<file path="src/rtl/uart_tx.sv">
// uart_tx: 8N1 UART transmitter with a small input FIFO and a valid/ready byte handshake.
// Each bit lasts DIVISOR*OVERSAMPLE clocks; tx, tx_busy and tx_done are registered from the FSM state.
module uart_tx #(
    parameter int DIVISOR    = 27,
    parameter int OVERSAMPLE = 16,
    parameter int FIFO_DEPTH = 4
) (
    input  logic       clk,
    input  logic       rstN,
    input  logic [7:0] din,
    input  logic       tx_valid,
    output logic       tx_ready,
    output logic       tx,
    output logic       tx_busy,
    output logic       tx_done
);
    localparam int BIT_CLKS = DIVISOR * OVERSAMPLE;
    localparam int CW = $clog2(BIT_CLKS);
    localparam int AW = $clog2(FIFO_DEPTH);
    localparam logic [CW-1:0] BAUD_LAST = CW'(BIT_CLKS - 1);
    localparam logic [AW:0] FULL = (AW+1)'(FIFO_DEPTH);
    localparam logic [1:0] IDLE = 2'd0, START = 2'd1, DATA = 2'd2, STOP = 2'd3;

    logic [7:0]    r_mem [FIFO_DEPTH];
    logic [AW-1:0] r_wptr, r_rptr;
    logic [AW:0]   r_count;
    logic [1:0]    r_state;
    logic [CW-1:0] r_baud;
    logic [7:0]    r_shift;
    logic [2:0]    r_bit;
    logic          r_tx, r_ready, r_busy, r_done;
    logic          w_push, w_pop, w_baud_end;
    logic [AW:0]   w_count_nxt;

    assign w_push      = tx_valid && r_ready;
    assign w_baud_end  = r_baud == BAUD_LAST;
    // STOP pops on its last cycle so the next START follows with no idle gap
    assign w_pop       = r_count != '0 && (r_state == IDLE || (r_state == STOP && w_baud_end));
    assign w_count_nxt = r_count + (AW+1)'(w_push) - (AW+1)'(w_pop);

    assign tx_ready = r_ready;
    assign tx       = r_tx;
    assign tx_busy  = r_busy;
    assign tx_done  = r_done;

    always_ff @(posedge clk)
        if (w_push) r_mem[r_wptr] <= din;

    always_ff @(posedge clk or negedge rstN) begin
        if (!rstN) begin
            r_wptr  <= '0;
            r_rptr  <= '0;
            r_count <= '0;
            r_state <= IDLE;
            r_baud  <= '0;
            r_shift <= '0;
            r_bit   <= '0;
            r_tx    <= 1'b1;
            r_ready <= 1'b1;
            r_busy  <= 1'b0;
            r_done  <= 1'b0;
        end else begin
            r_count <= w_count_nxt;
            r_ready <= w_count_nxt != FULL;
            if (w_push) r_wptr <= r_wptr + AW'(1);
            if (w_pop) r_rptr <= r_rptr + AW'(1);
            r_tx   <= r_state == START ? 1'b0 : r_state == DATA ? r_shift[0] : 1'b1;
            r_busy <= r_state != IDLE;
            r_done <= r_state == STOP && w_baud_end;
            // every state change other than IDLE->START happens on w_baud_end, so this clears on entry
            r_baud <= (r_state == IDLE || w_baud_end) ? '0 : r_baud + CW'(1);
            if (w_pop) begin
                r_shift <= r_mem[r_rptr];
                r_state <= START;
            end else if (w_baud_end) begin
                case (r_state)
                    START: begin
                        r_state <= DATA;
                        r_bit   <= '0;
                    end
                    DATA: begin
                        r_shift <= r_shift >> 1;
                        r_bit   <= r_bit + 3'd1;
                        if (r_bit == 3'd7) r_state <= STOP;
                    end
                    STOP:    r_state <= IDLE;
                    default: ;
                endcase
            end
        end
    end
endmodule

</file>
<file path="config.mk">
export PLATFORM = sky130hd
export DESIGN_NAME = uart_tx
export DESIGN_NICKNAME = d
export VERILOG_FILES = /design/src/rtl/uart_tx.sv
export SDC_FILE = /design/constraint.sdc
export NUM_CORES = 1
export LEC_CHECK = 0
export ABC_AREA = 1
export CELL_PAD_IN_SITES_DETAIL_PLACEMENT = 0
export CELL_PAD_IN_SITES_GLOBAL_PLACEMENT = 1
export CORE_MARGIN = 2
export CORE_UTILIZATION = 40
export CTS_CLUSTER_DIAMETER = 60
export DETAILED_ROUTE_END_ITERATION = 8
export GPL_TIMING_DRIVEN = 0
export PLACE_DENSITY = 0.77
export SETUP_SLACK_MARGIN = 0.1
export SKIP_LAST_GASP = 1
export SYNTH_ARGS = -nofsm -noshare
export SYNTH_HDL_FRONTEND = slang
export SYNTH_SLANG_ARGS = --single-unit
</file>
<file path="constraint.sdc">
create_clock -name clk -period 7.9 [get_ports clk]
set_clock_uncertainty 0.1 [all_clocks]
set_input_delay 1.58 -clock clk [delete_from_list [all_inputs] [get_ports clk]]
set_output_delay 1.58 -clock clk [all_outputs]
set_load 0.02 [all_outputs]
</file>
==> summary.md <==
| Metric | Value |
|---|---|
| Outcome | `finished, final reports clean` |
| Worst hold slack | `360 ps` |
| CTS clock-pin slew for the worst setup and hold paths | `approximately 70 ps` |
| WP buf/inv | `3` |
| Synthesized Nets | `approximately 300` |
| Syn_area_per_cell | `about 11 µm²` |
| Placed cell count | `slightly below 400` |
| Cells along the critical path | `clkdlybuf4s50_1 > nand2_1 > ha_1 > inv_1 > ha_1 > inv_1 > fa_1 > xnor2_1 > xor2_1 > nand2_1` |
| CP required | `between 8000 and 9000 ps` |
| TritonCTS Buffers | `9` |
| Global Route Usage Sum | `between 10% and 20%` |
| Synth cell count leaders | `nand2_1 (39), nor2_1 (37), edfxtp_1 (32), inv_1 (32), dfrtp_1 (31)` |
| CTS tree | `yes` |
| Clk sinks | `65` |
| Period minus WS final | `about 3500 ps` |
| Proportion of layout cells with a drive suffix above 1 | `a little under an eighth` |
| Worst Tran Pin Value | `roughly 810 ps` |
| Crit. End Element | `flip-flop` |
| Crit Path Max Fanout | `8` |
| Antenna violations before repair | `0` |
| Grt ovf | `0` |
| Die area | `8080 µm²` |
| Critical path class | `primary input to flip-flop` |
| Post-Synthesis Cells | `274` |
| Static Leak | `1.45 nW` |
| Port buffer count | `14` |
| Slew Limit Fails | `0` |
| Die span in y | `around 90 µm` |
| Initial core utilization | `between 40 and 50%` |
| Clock latency on the worst-skew pair | `between 300 and 400 ps` |
| Final instance area | `3440 µm²` |
| Sequential area share after synthesis | `roughly 60%` |
| Initial DRT Pass Iterations | `4` |
| Setup bufs post-CTS | `0` |
| Number of global-route vias before repair | `1752` |
| Die W | `89.9 µm` |
| Root Buffer | `clkbuf_8` |
| Fmax achieved | `~290 MHz` |
| ANT nets after route | `0` |
| H-tree Lvls | `3` |
| Final hold vios | `0` |
| First-pass GRT wire length | `8350 µm` |
| Post-synthesis register bit count | `65` |
| Syn-to-layout area delta | `16.4%` |
| Place WS | `between 4000 and 5000 ps` |
| Setup WS post-layout | `between 4000 and 5000 ps` |
| Critical Path AT | `~3600 ps` |
| Wirelength per Cell | `roughly 12 µm` |
| DRT iter0 DRCs | `~130` |
| DP Wirelength | `roughly 3300 µm` |
| Post-CTS sizing | `0` |
| Routed vias/inst | `around 4.7` |
| Vias | `around 1.9k` |
| Core box area | `approximately 7200 µm²` |
| Non-Filler Instances | `approximately 400` |
| Post-synth EDFFs | `32` |
| Final GP Congestion | `0.766` |
| Post-synth top flop | `edfxtp_1` |
| Placed Area | `between 3000 and 4000 µm²` |
| Max Cap Viol | `0` |
| # DRC | `0` |
| Hold buffer count at cts | `0` |
| Largest net degree at the start of global routing | `34` |
| CP max stage cell | `clkdlybuf4s50_1` |
| Power per Cell Area | `244 nW/µm²` |
| Crit start category | `primary input` |
| Slew HR | `a little under half` |
| Synth area leader | `edfxtp_1` |
| Critical Path Max Stage Delay | `between 400 and 500 ps` |
| Row Count | `31` |
| RSZ-0062 raised after global routing | `no` |
| Nets | `about 330` |
| Distinct cells, synth | `33` |
| Share of flip-flops with an asynchronous set or reset | `approximately half` |
| Most instantiated library cell after synthesis | `nand2_1` |
| Setup tns final | `0 ps` |
| Routed wire length | `between 5000 and 6000 µm` |
| # setup viols final | `0` |
| Top-area cell type share of the netlist area | `32.6%` |
| Delay-heaviest family, CP | `adder cells` |
| Hold crit path type | `flip-flop to flip-flop` |
| Synth Warn # | `0` |
| # IOs | `15` |
| Final period util | `approximately 44%` |
| VDD IR max | `0.121 mV` |
| Synth area leaders | `edfxtp_1 (33%), dfrtp_1 (26%), ha_1 (6.4%)` |
| Diode count | `0` |
| Clock buffer depth | `2` |
| Synth Cell Area | `approximately 3000 µm²` |
## metrics by stage
stage | util, % | power (W)
3_3_place_gp | 44.6 | 0.000530
4_1_cts | 47.6 | 0.000847
2_1_floorplan | - | 0.000497
3_5_place_dp | 44.5 | 0.000531
5_1_grt | 47.6 | 0.000883
6_report | 47.6 | 0.000839
## cell families after synthesis
logic type	synth area share, %
fa+ha+maj	7.04
flops	60.6
simple gates	16.0
xor+xnor	1.19
compound gates	9.24
buf+inv	5.93
## layout by cell type, fill, tap and decap left out, types with 3 or more instances in the layout
master,netlist,routed
nor2_4,3,3
o21ai_1,8,8
nand3_1,13,13
ha_1,15,15
dfrtp_1,31,31
nor2_1,37,37
xor2_1,3,3
clkdlybuf4s50_1,0,13
a21oi_1,6,6
clkbuf_8,0,9
buf_2,2,3
inv_1,32,32
o22a_1,7,7
nand2_1,39,39
edfxtp_1,32,32
o21ai_0,19,19
## registers in the layout (all words and copies together), names as in the netlist
register and count:
r_shift 8, tx_busy 1, tx 1, tx_done 1
r_state 2, r_wptr 2, r_count 3, r_baud 9
r_bit 3, r_mem 32, r_rptr 2, tx_ready 1
## final timing paths
| check | to | slack (ps) | cells past startpoint | from |
|---|---|---|---|---|
| min in group asynchronous | r_shift[0]$_DFFE_PN0P_ | 1190 | 1 | rstN |
| worst min register to register | r_baud[0]$_DFF_PN0_ | 360 | 1 | r_baud[0]$_DFF_PN0_ |
| worst min-delay path | r_baud[0]$_DFF_PN0_ | 360 | 1 | r_baud[0]$_DFF_PN0_ |
| max in group asynchronous | r_count[2]$_DFF_PN0_ | 6030 | 1 | rstN |
| worst max register to register | tx_ready$_DFF_PN1_ | 5110 | 16 | r_baud[0]$_DFF_PN0_ |
| worst max-delay path | tx_ready$_DFF_PN1_ | 4440 | 10 | tx_valid |
## layer usage
metal | track usage (%) | wire [µm]
met5 | 0 | 0
met3 | 3.60 | 260
met2 | 18.8 | 2150
met4 | 10.0 | 177
met1 | 18.3 | 2440
## where the power goes
| group | total (W) | leakage [nW] | switching (W) | internal, W |
|---|---|---|---|---|
| clock network | 0.000316 | 0.106 | 0.000136 | 0.000180 |
| registers | 0.000421 | 0.691 | 0.0000149 | 0.000406 |
| logic | 0.000103 | 0.652 | 0.0000660 | 0.0000366 |
| total | 0.000839 | 1.45 | 0.000217 | 0.000622 |
## cell type report
| cell class | instances | area [µm²] |
|---|---|---|
| buffer | 7 | 47.5 |
| inverter | 34 | 128 |
| fill | 665 | 3780 |
| clock inverter | 7 | 101 |
| timing repair buffer | 14 | 135 |
| tap | 99 | 124 |
| sequential | 65 | 1790 |
| clock buffer | 9 | 124 |
| multi-input combinational | 168 | 987 |
No activity file was read; power rests on OpenSTA's default activity.
